[src/rtl/cpu_ctrl_fsm_if.sv]
// ---------------------------------------------------------------------------
// cpu_ctrl_fsm_if
// Bundles the signals between the CPU control FSM and the datapath.
//   master (control FSM) : drives all strobes, addresses, opcode and debug state
//   slave  (datapath/tb) : drives run, ir, q (and step when SINGLE_STEP_EN)
// Signals:
//   run        issue enable          ir         instruction register
//   q          zero/condition flag   step       single-step request (optional)
//   ir_load    IR load pulse         pc_load    PC update pulse
//   jmux       1 = PC+1, 0 = branch  rae/rbe    read-port enables
//   raa/rba    read-port addresses   ie         immediate/DataIn select
//   ze/oe/we   flag/output/write strobes
//   wa         write address         op         ALU opcode
//   cal_value  immediate operand     halted     high in HALT
//   state      encoded FSM state
// Optional feature macro: SINGLE_STEP_EN (adds step).
// ---------------------------------------------------------------------------
interface cpu_ctrl_fsm_if #(
  parameter int INSTRUCTION_LEN = 10
);
  logic                       run;
  logic [INSTRUCTION_LEN-1:0] ir;
  logic                       q;
`ifdef SINGLE_STEP_EN
  logic                       step;
`endif
  logic                       ir_load;
  logic                       pc_load;
  logic                       jmux;
  logic                       rae;
  logic                       rbe;
  logic [1:0]                 raa;
  logic [1:0]                 rba;
  logic                       ie;
  logic                       ze;
  logic                       oe;
  logic                       we;
  logic [1:0]                 wa;
  logic [2:0]                 op;
  logic [3:0]                 cal_value;
  logic                       halted;
  logic [2:0]                 state;

  modport master (
`ifdef SINGLE_STEP_EN
    input  step,
`endif
    input  run, ir, q,
    output ir_load, pc_load, jmux, rae, rbe, raa, rba, ie, ze, oe, we, wa,
           op, cal_value, halted, state
  );

  modport slave (
`ifdef SINGLE_STEP_EN
    output step,
`endif
    output run, ir, q,
    input  ir_load, pc_load, jmux, rae, rbe, raa, rba, ie, ze, oe, we, wa,
           op, cal_value, halted, state
  );
endinterface

[src/rtl/cpu_ctrl_fsm.sv]
// ---------------------------------------------------------------------------
// cpu_ctrl_fsm
// Multi-cycle control FSM for the 10-bit-instruction CPU. Sequences
// FETCH -> DECODE -> EXEC (EXEC_CYCLES) -> WRITE -> NEXT per instruction,
// 4 + EXEC_CYCLES cycles from FETCH to the PC-load cycle. IR == 0 is a
// sticky HALT that only reset leaves.
// Ports:
//   clk  rising-edge clock
//   rst  asynchronous active-high reset
//   bus  cpu_ctrl_fsm_if.master (strobes, addresses, opcode, debug state)
// Optional feature macro: SINGLE_STEP_EN -- NEXT always returns to IDLE and
// a rising edge on step issues one instruction from IDLE (run still wins).
// ---------------------------------------------------------------------------
module cpu_ctrl_fsm #(
  parameter int INSTRUCTION_LEN = 10,
  parameter int EXEC_CYCLES     = 2
) (
  input  logic           clk,
  input  logic           rst,
  cpu_ctrl_fsm_if.master bus
);

  typedef enum logic [2:0] {
    IDLE   = 3'd0,
    FETCH  = 3'd1,
    DECODE = 3'd2,
    EXEC   = 3'd3,
    WRITE  = 3'd4,
    NEXT   = 3'd5,
    HALT   = 3'd6
  } state_t;

  // Everything the decoder produces; captured once at the end of DECODE.
  typedef struct packed {
    logic       rae;
    logic       rbe;
    logic       ie;
    logic       we;
    logic       ze;
    logic       oe;
    logic [1:0] raa;
    logic [1:0] rba;
    logic [1:0] wa;
    logic [2:0] op;
    logic [3:0] cal_value;
    logic       jmux;
    logic       jz;
    logic       jnz;
  } ctrl_t;

  localparam ctrl_t CTRL_RESET = '{jmux: 1'b1, default: '0};
  localparam logic [2:0] EXEC_LAST = 3'(EXEC_CYCLES - 1);

  state_t     state, state_next;
  ctrl_t      dec, ctrl;
  logic [2:0] exec_cnt;
  logic       jmux_write;
  logic       step_start;

  // Instruction decode (combinational, valid while IR is stable).
  // NOTE: every always_comb output gets a default first so no path leaves it
  // unassigned, which would otherwise infer a latch.
  always_comb begin
    dec           = CTRL_RESET;
    dec.op        = bus.ir[8:6];
    dec.cal_value = bus.ir[3:0];
    if (bus.ir[9]) begin                       // LDI
      dec.wa = bus.ir[8:7]; dec.ie = 1'b1; dec.we = 1'b1;
    end else if (bus.ir[8]) begin              // ALU-reg
      dec.rae = 1'b1; dec.raa = bus.ir[3:2];
      dec.rbe = 1'b1; dec.rba = bus.ir[1:0];
      dec.wa  = bus.ir[5:4]; dec.we = 1'b1; dec.ze = 1'b1;
    end else if (bus.ir[7]) begin              // ALU-imm
      dec.rae = 1'b1; dec.raa = bus.ir[5:4];
      dec.wa  = bus.ir[5:4]; dec.we = 1'b1; dec.ze = 1'b1;
    end else begin
      case (bus.ir[6:4])
        3'b001: begin                          // MOV
          dec.rae = 1'b1; dec.raa = bus.ir[1:0];
          dec.wa  = bus.ir[3:2]; dec.we = 1'b1;
        end
        3'b010: begin
          if (bus.ir[3:2] == 2'b00) begin      // IN
            dec.wa = bus.ir[1:0]; dec.ie = 1'b1; dec.we = 1'b1;
          end else if (bus.ir[3:2] == 2'b01) begin // OUT
            dec.rae = 1'b1; dec.raa = bus.ir[1:0]; dec.oe = 1'b1;
          end
        end
        3'b011: begin                          // UNARY
          dec.rae = 1'b1; dec.raa = bus.ir[1:0];
          dec.wa  = bus.ir[3:2]; dec.we = 1'b1; dec.ze = 1'b1;
        end
        3'b100: dec.jmux = 1'b0;               // JMP
        3'b101: begin dec.jmux = bus.q;  dec.jz  = 1'b1; end // JZ
        3'b110: begin dec.jmux = ~bus.q; dec.jnz = 1'b1; end // JNZ
        3'b111: begin                          // CMP
          dec.rae = 1'b1; dec.raa = bus.ir[3:2];
          dec.rbe = 1'b1; dec.rba = bus.ir[1:0]; dec.ze = 1'b1;
        end
        default: ;                             // NOP
      endcase
    end
  end

  // Conditional branches look at Q again in WRITE, since an earlier ZE may
  // have changed it after DECODE.
  always_comb begin
    jmux_write = ctrl.jmux;
    if (ctrl.jz)       jmux_write = bus.q;
    else if (ctrl.jnz) jmux_write = ~bus.q;
  end

`ifdef SINGLE_STEP_EN
  logic step_q;

  always_ff @(posedge clk or posedge rst) begin
    if (rst) step_q <= 1'b0;
    else     step_q <= bus.step;
  end

  assign step_start = bus.step & ~step_q;
`else
  assign step_start = 1'b0;
`endif

  // NOTE: sequential state uses non-blocking assignments so every register
  // samples pre-edge values regardless of statement order.
  always_ff @(posedge clk or posedge rst) begin
    if (rst) begin
      state    <= IDLE;
      exec_cnt <= '0;
      ctrl     <= CTRL_RESET;
    end else begin
      state    <= state_next;
      exec_cnt <= (state == EXEC) ? exec_cnt + 3'd1 : 3'd0;
      if (state == DECODE)     ctrl      <= dec;
      else if (state == WRITE) ctrl.jmux <= jmux_write;
    end
  end

  // Next-state and output logic.
  always_comb begin
    state_next    = state;
    bus.ir_load   = 1'b0;
    bus.pc_load   = 1'b0;
    bus.rae       = 1'b0;
    bus.rbe       = 1'b0;
    bus.ie        = 1'b0;
    bus.we        = 1'b0;
    bus.ze        = 1'b0;
    bus.oe        = 1'b0;
    bus.halted    = 1'b0;
    bus.raa       = ctrl.raa;
    bus.rba       = ctrl.rba;
    bus.wa        = ctrl.wa;
    bus.op        = ctrl.op;
    bus.cal_value = ctrl.cal_value;
    bus.jmux      = ctrl.jmux;
    case (state)
      IDLE: if (bus.run || step_start) state_next = FETCH;
      FETCH: begin
        bus.ir_load = 1'b1;
        state_next  = DECODE;
      end
      DECODE: begin
        // Show the decode live so the read ports are set up during DECODE.
        bus.rae       = dec.rae;
        bus.rbe       = dec.rbe;
        bus.ie        = dec.ie;
        bus.raa       = dec.raa;
        bus.rba       = dec.rba;
        bus.wa        = dec.wa;
        bus.op        = dec.op;
        bus.cal_value = dec.cal_value;
        bus.jmux      = dec.jmux;
        state_next    = (bus.ir == '0) ? HALT : EXEC;
      end
      EXEC: begin
        bus.rae = ctrl.rae;
        bus.rbe = ctrl.rbe;
        bus.ie  = ctrl.ie;
        if (exec_cnt == EXEC_LAST) state_next = WRITE;
      end
      WRITE: begin
        bus.rae    = ctrl.rae;
        bus.rbe    = ctrl.rbe;
        bus.ie     = ctrl.ie;
        bus.we     = ctrl.we;
        bus.ze     = ctrl.ze;
        bus.oe     = ctrl.oe;
        bus.jmux   = jmux_write;
        state_next = NEXT;
      end
      NEXT: begin
        bus.pc_load = 1'b1;
`ifdef SINGLE_STEP_EN
        state_next  = IDLE;
`else
        state_next  = bus.run ? FETCH : IDLE;
`endif
      end
      HALT:    bus.halted = 1'b1;
      default: state_next = IDLE;
    endcase
  end

  assign bus.state = state;

endmodule

[src/flat_wrapper.sv]
// flat-port wrapper written by rule: the top's interface ports become plain ports
module cpu_ctrl_fsm_flat 
#(
  parameter int INSTRUCTION_LEN = 10,
  parameter int EXEC_CYCLES     = 2
)
  (clk, rst, bus_run, bus_ir, bus_q, bus_ir_load, bus_pc_load, bus_jmux, bus_rae, bus_rbe, bus_raa, bus_rba, bus_ie, bus_ze, bus_oe, bus_we, bus_wa, bus_op, bus_cal_value, bus_halted, bus_state);
  cpu_ctrl_fsm_if #(.INSTRUCTION_LEN(INSTRUCTION_LEN)) bus_i ();
  input  logic clk;
  input  logic rst;
  input wire logic [$bits(bus_i.run)-1:0] bus_run;
  input wire logic [$bits(bus_i.ir)-1:0] bus_ir;
  input wire logic [$bits(bus_i.q)-1:0] bus_q;
  output wire logic [$bits(bus_i.ir_load)-1:0] bus_ir_load;
  output wire logic [$bits(bus_i.pc_load)-1:0] bus_pc_load;
  output wire logic [$bits(bus_i.jmux)-1:0] bus_jmux;
  output wire logic [$bits(bus_i.rae)-1:0] bus_rae;
  output wire logic [$bits(bus_i.rbe)-1:0] bus_rbe;
  output wire logic [$bits(bus_i.raa)-1:0] bus_raa;
  output wire logic [$bits(bus_i.rba)-1:0] bus_rba;
  output wire logic [$bits(bus_i.ie)-1:0] bus_ie;
  output wire logic [$bits(bus_i.ze)-1:0] bus_ze;
  output wire logic [$bits(bus_i.oe)-1:0] bus_oe;
  output wire logic [$bits(bus_i.we)-1:0] bus_we;
  output wire logic [$bits(bus_i.wa)-1:0] bus_wa;
  output wire logic [$bits(bus_i.op)-1:0] bus_op;
  output wire logic [$bits(bus_i.cal_value)-1:0] bus_cal_value;
  output wire logic [$bits(bus_i.halted)-1:0] bus_halted;
  output wire logic [$bits(bus_i.state)-1:0] bus_state;
  assign bus_i.run = bus_run;
  assign bus_i.ir = bus_ir;
  assign bus_i.q = bus_q;
  assign bus_ir_load = bus_i.ir_load;
  assign bus_pc_load = bus_i.pc_load;
  assign bus_jmux = bus_i.jmux;
  assign bus_rae = bus_i.rae;
  assign bus_rbe = bus_i.rbe;
  assign bus_raa = bus_i.raa;
  assign bus_rba = bus_i.rba;
  assign bus_ie = bus_i.ie;
  assign bus_ze = bus_i.ze;
  assign bus_oe = bus_i.oe;
  assign bus_we = bus_i.we;
  assign bus_wa = bus_i.wa;
  assign bus_op = bus_i.op;
  assign bus_cal_value = bus_i.cal_value;
  assign bus_halted = bus_i.halted;
  assign bus_state = bus_i.state;
  cpu_ctrl_fsm #(.INSTRUCTION_LEN(INSTRUCTION_LEN), .EXEC_CYCLES(EXEC_CYCLES)) u_core (.clk(clk), .rst(rst), .bus(bus_i));
endmodule
[config.mk]
export PLATFORM = sky130hd
export DESIGN_NAME = cpu_ctrl_fsm_flat
export DESIGN_NICKNAME = d
export VERILOG_FILES = /design/src/rtl/cpu_ctrl_fsm_if.sv /design/src/rtl/cpu_ctrl_fsm.sv /design/src/flat_wrapper.sv
export SDC_FILE = /design/constraint.sdc
export NUM_CORES = 1
export LEC_CHECK = 0
export CORE_UTILIZATION = 48
export CTS_BUF_LIST = sky130_fd_sc_hd__clkbuf_4 sky130_fd_sc_hd__clkbuf_8 sky130_fd_sc_hd__clkbuf_16
export DETAILED_ROUTE_END_ITERATION = 7
export PLACE_DENSITY = 0.85
export SYNTH_ARGS = -nofsm -noshare
export SYNTH_HDL_FRONTEND = slang
export SYNTH_SLANG_ARGS = --single-unit
[constraint.sdc]
create_clock -name clk -period 3.33 [get_ports clk]
set_clock_uncertainty 0.2 [all_clocks]
set_input_delay 0.999 -clock clk [delete_from_list [all_inputs] [get_ports clk]]
set_output_delay 0.999 -clock clk [all_outputs]
set_load 0.01 [all_outputs]
==> implementation parameters <==
Parameter                              Value

Status
  Run status    finished with violations
  Failing checks    negative setup slack

Detailed routing
  Drt pass-1 iters    5
  Vias after detailed routing    about 1800
  Number of antenna-violating nets in the routed design    0
  Drt initial violations    between 150 and 200
  Post-DR vias/cell    between 5 and 6
  Remaining design rule violation count    0
  Total Wirelength    roughly 5400 µm
  Post-DR wirelength/cell    about 17 µm

Clock network
  Clock-pin slew on the worst setup and hold paths    about 0.15 ns
  H-tree lvl count    1
  Clock sink total    28
  CTS tree    built
  Clk root buf    sky130_fd_sc_hd__clkbuf_4
  Number of buffers inserted by hold repair at cts    0
  Worst-case clock buffer depth    2
  Number of buffers created by CTS    3
  Latest clock arrival within the worst-skew pair    around 0.35 ns

Hold path
  Worst min path class    register to register

Critical path
  Maximum net fanout on the critical path    5
  Startpoint class of the critical path    input port
  Ordered cell list for the critical path    buf_4 -> buf_6 -> nand4bb_1 -> o211ai_1 -> a221oi_2 -> o21ai_2 -> buf_2
  Slowest stage delay, CP    0.26 ns
  Arrival time of data at the critical path endpoint    ~2.2 ns
  Buffers plus inverters on the worst setup path    3
  Worst setup path class    input port to primary output
  Critical path required time    2.13 ns
  CP top delay family    compound AO/OA/AOI/OAI gates
  Standard cell with the maximum stage delay on the critical path    sky130_fd_sc_hd__o211ai_1
  Worst setup EP type    primary output

Timing
  Number of slew-limit violations in the final report    0
  Final critical-path required period    between 3 and 4 ns
  WHS    a little under 0.3 ns
  Timing-limited maximum frequency    a little under 0.3 GHz
  Crit share post-route    101.0%
  Total count of hold-check failures in the final report    0
  Worst Tran Pin Value    between 0.4 and 0.5 ns
  Worst-case setup margin in the final layout    -0.03164 ns
  Headroom to the max-slew limit    a little under three quarters
  RSZ-0062 raised after global routing    yes
  # setup viols final    2

Floorplan
  Num ports    40
  Vertical die dimension    between 50 and 60 µm
  Area of the die    3499 µm²
  Number of standard-cell rows in the floorplan    20
  Die X-Extent    ~59 µm
  Initial core utilization    between 50% and 60%
  Placeable core area    roughly 3000 µm²

Logic synthesis
  Number of nets produced by synthesis    roughly 200
  Fraction of post-synthesis cell area in the top cell type by area    a little over two fifths
  Cell area after synthesis    about 1600 µm²
  Predominant post-synthesis flop cell    sky130_fd_sc_hd__dfrtp_1
  Library cells used by synthesis    between 40 and 50
  Leading cell types by total area after synthesis    sky130_fd_sc_hd__dfrtp_1, sky130_fd_sc_hd__nand2_1, sky130_fd_sc_hd__o21ai_0
  Post-synthesis async set-or-reset flop share    100.0%
  Number of enable flip-flop cells after synthesis    0
  Post-synthesis area per instance    8.710 µm²
  Post-synthesis sequential area ratio    about 45%
  Mapped Cells    180
  Share of synthesized area spent on multiplexers    around 1.3%
  Most frequent cell after synthesis    sky130_fd_sc_hd__nand2_1
  Xor/xnor cell area share of the yosys netlist    less than 1%
  Share of synthesized cell area in full adder, half adder and majority cells    approximately 1.6%
  Compound-gate portion of the synthesized area    ~20%
  Synth Register Bits    28
  Most frequent cells after synthesis    sky130_fd_sc_hd__nand2_1, sky130_fd_sc_hd__dfrtp_1, sky130_fd_sc_hd__o21ai_0, sky130_fd_sc_hd__nor2_1, sky130_fd_sc_hd__inv_1
  Main combinational cell family by area after synthesis    simple AND/OR/NAND/NOR gates
  Yosys warnings    0
  Post-synth top area cell    sky130_fd_sc_hd__dfrtp_1
  Simple-gate portion of the synthesized area    between 20 and 25%

Pwr
  Cell Int Power    1.071 mW
  Sw Pwr    around 0.77 mW
  Total design power    approximately 1.8 mW
  Switching part of the total power    41.90%
  Leakage power summed over all cells    around 1.3 nW
  Sequential share of power    between 20 and 30%
  Peak VDD IR    ~0.00046 V
  Combinational power share    about 62%
  Proportion of power drawn by the clock network    between 8 and 9%
  Total power per unit cell area    around 730 nW/µm²

Global routing
  Pin count of the biggest net entering global routing    19
  First-pass GRT wire length    a little over 8000 µm
  Via count of the first global-routing pass    about 1700
  Global Route Usage Sum    31.74%
  Number of antenna violations at the first check in global routing    0
  Total gr overflow    0

Job
  Number of max-cap violations    0

Placed design
  Post-detail-place hpwl    ~3200 µm
  Placed instance area    approximately 2300 µm²
  Placer congestion estimate    ~0.93
  Port-buffer cells    39

Finish
  Layout cell share with drive strength beyond 1    about two fifths
  Number of inserted diodes    0
  P&R area growth vs syn    60.18%
  Post-route cell area    between 2000 and 3000 µm²
  Nets    around 300
[kinds of logic (layout without fill, tap and decap cells)]
| group | Yosys count | in the layout |
|---|---|---|
| muxes | 2 | 2 |
| buffers and inverters | 22 | 121 |
| AOI/OAI and AO/OA | 48 | 48 |
| and+or+nand+nor | 77 | 77 |
| xor gates and xnor gates | 1 | 1 |
| adders and majority gates | 2 | 2 |
| DFF | 28 | 28 |
[flip-flops by register name, indices dropped and copies added (netlist names)]
name              flops
u_core.bus.state      3
u_core.ctrl          22
u_core.exec_cnt       3
[worst reg2reg max path: cells and delay by family (launching register included)]
family	cells	cell delay, ns
buffers and inverters	3	0.43
flip-flops	1	0.41
AND/OR/NAND/NOR	2	0.52
AO/OA/AOI/OAI	2	0.31
[through the flow]
stage,setup TNS [ns],cells,setup WS [ns],util [%]
2_1_floorplan,0,180,0.1125,-
3_3_place_gp,-9.647,297,-0.7980,74.35
3_5_place_dp,-10.02,297,-0.8619,74.35
4_1_cts,0,321,0.005260,81.02
5_1_grt,-0.2447,323,-0.09773,81.59
6_report,-0.04833,323,-0.03164,81.59
[per-layer routing]
layer | track usage (%) | vias up | part of all wire [%] | wire length (µm)
met5 | 0 | - | 0 | 0
met4 | 12.93 | 0 | 3.0 | 163
met3 | 4.367 | 17 | 8.0 | 432
met2 | 54.22 | 108 | 50 | 2698
met1 | 40.54 | 874 | 39 | 2120
li1 | - | 829 | - | -
[final timing paths]
| kind | start | end | slack [ns] | cells after the start |
|---|---|---|---|---|
| max | bus_ir[6] | bus_raa[0] | -0.03 | 7 |
| max reg2reg | u_core.bus.state[0] | u_core.ctrl[14] | 1.44 | 7 |
| max in group asynchronous | rst | u_core.ctrl[2] | 1.55 | 3 |
| min in group asynchronous | rst | u_core.ctrl[4] | 0.71 | 2 |
| min reg2reg | u_core.exec_cnt[0] | u_core.exec_cnt[0] | 0.29 | 1 |
| min | u_core.exec_cnt[0] | u_core.exec_cnt[0] | 0.29 | 1 |
[power by group through the flow]
stage | logic (mW) | registers [mW] | clock network (mW)
floorplan | 0.562 | 0.540 | 0
global placement | 1.10 | 0.528 | 0
detailed placement | 1.11 | 0.537 | 0
CTS | 1.09 | 0.529 | 0.159
global route | 1.23 | 0.543 | 0.175
finish | 1.15 | 0.533 | 0.164
[cells in the final DEF, fill, tap and decap left out, drive strengths merged, types with 2 or more instances in the layout]
cell and count:
nor3 6, dlygate4sd2 9, and2 3, clkdlybuf4s15 2
nor2b 2, a21o 4, nand2 28, nor2 16
ha 2, and3 2, clkdlybuf4s50 11, nand3 3
inv 11, a221oi 2, dlymetal6s2s 2, nand4 5
o211ai 4, nand3b 2, mux2i 2, buf 80
clkbuf 6, o21a 2, a31oi 2, o41ai 2
o21ai 18, dfrtp 27, a21oi 4, a22o 4
nor3b 3, nand2b 4
[cell type report]
cell class                 count  area (µm²)
timing repair buffer         106       825.8
multi-input combinational    130       857.1
tap                           44       55.05
sequential                    28       701.9
fill                         184       566.8
clock buffer                   4       30.03
inverter                      11       41.29
[timing repair]
item,in CTS,in global routing
pin swaps,14,7
endpoints found under the setup margin,17,14
setup buffers,20,2
gates resized for setup,84,14
(Power assumes the default switching activity.)
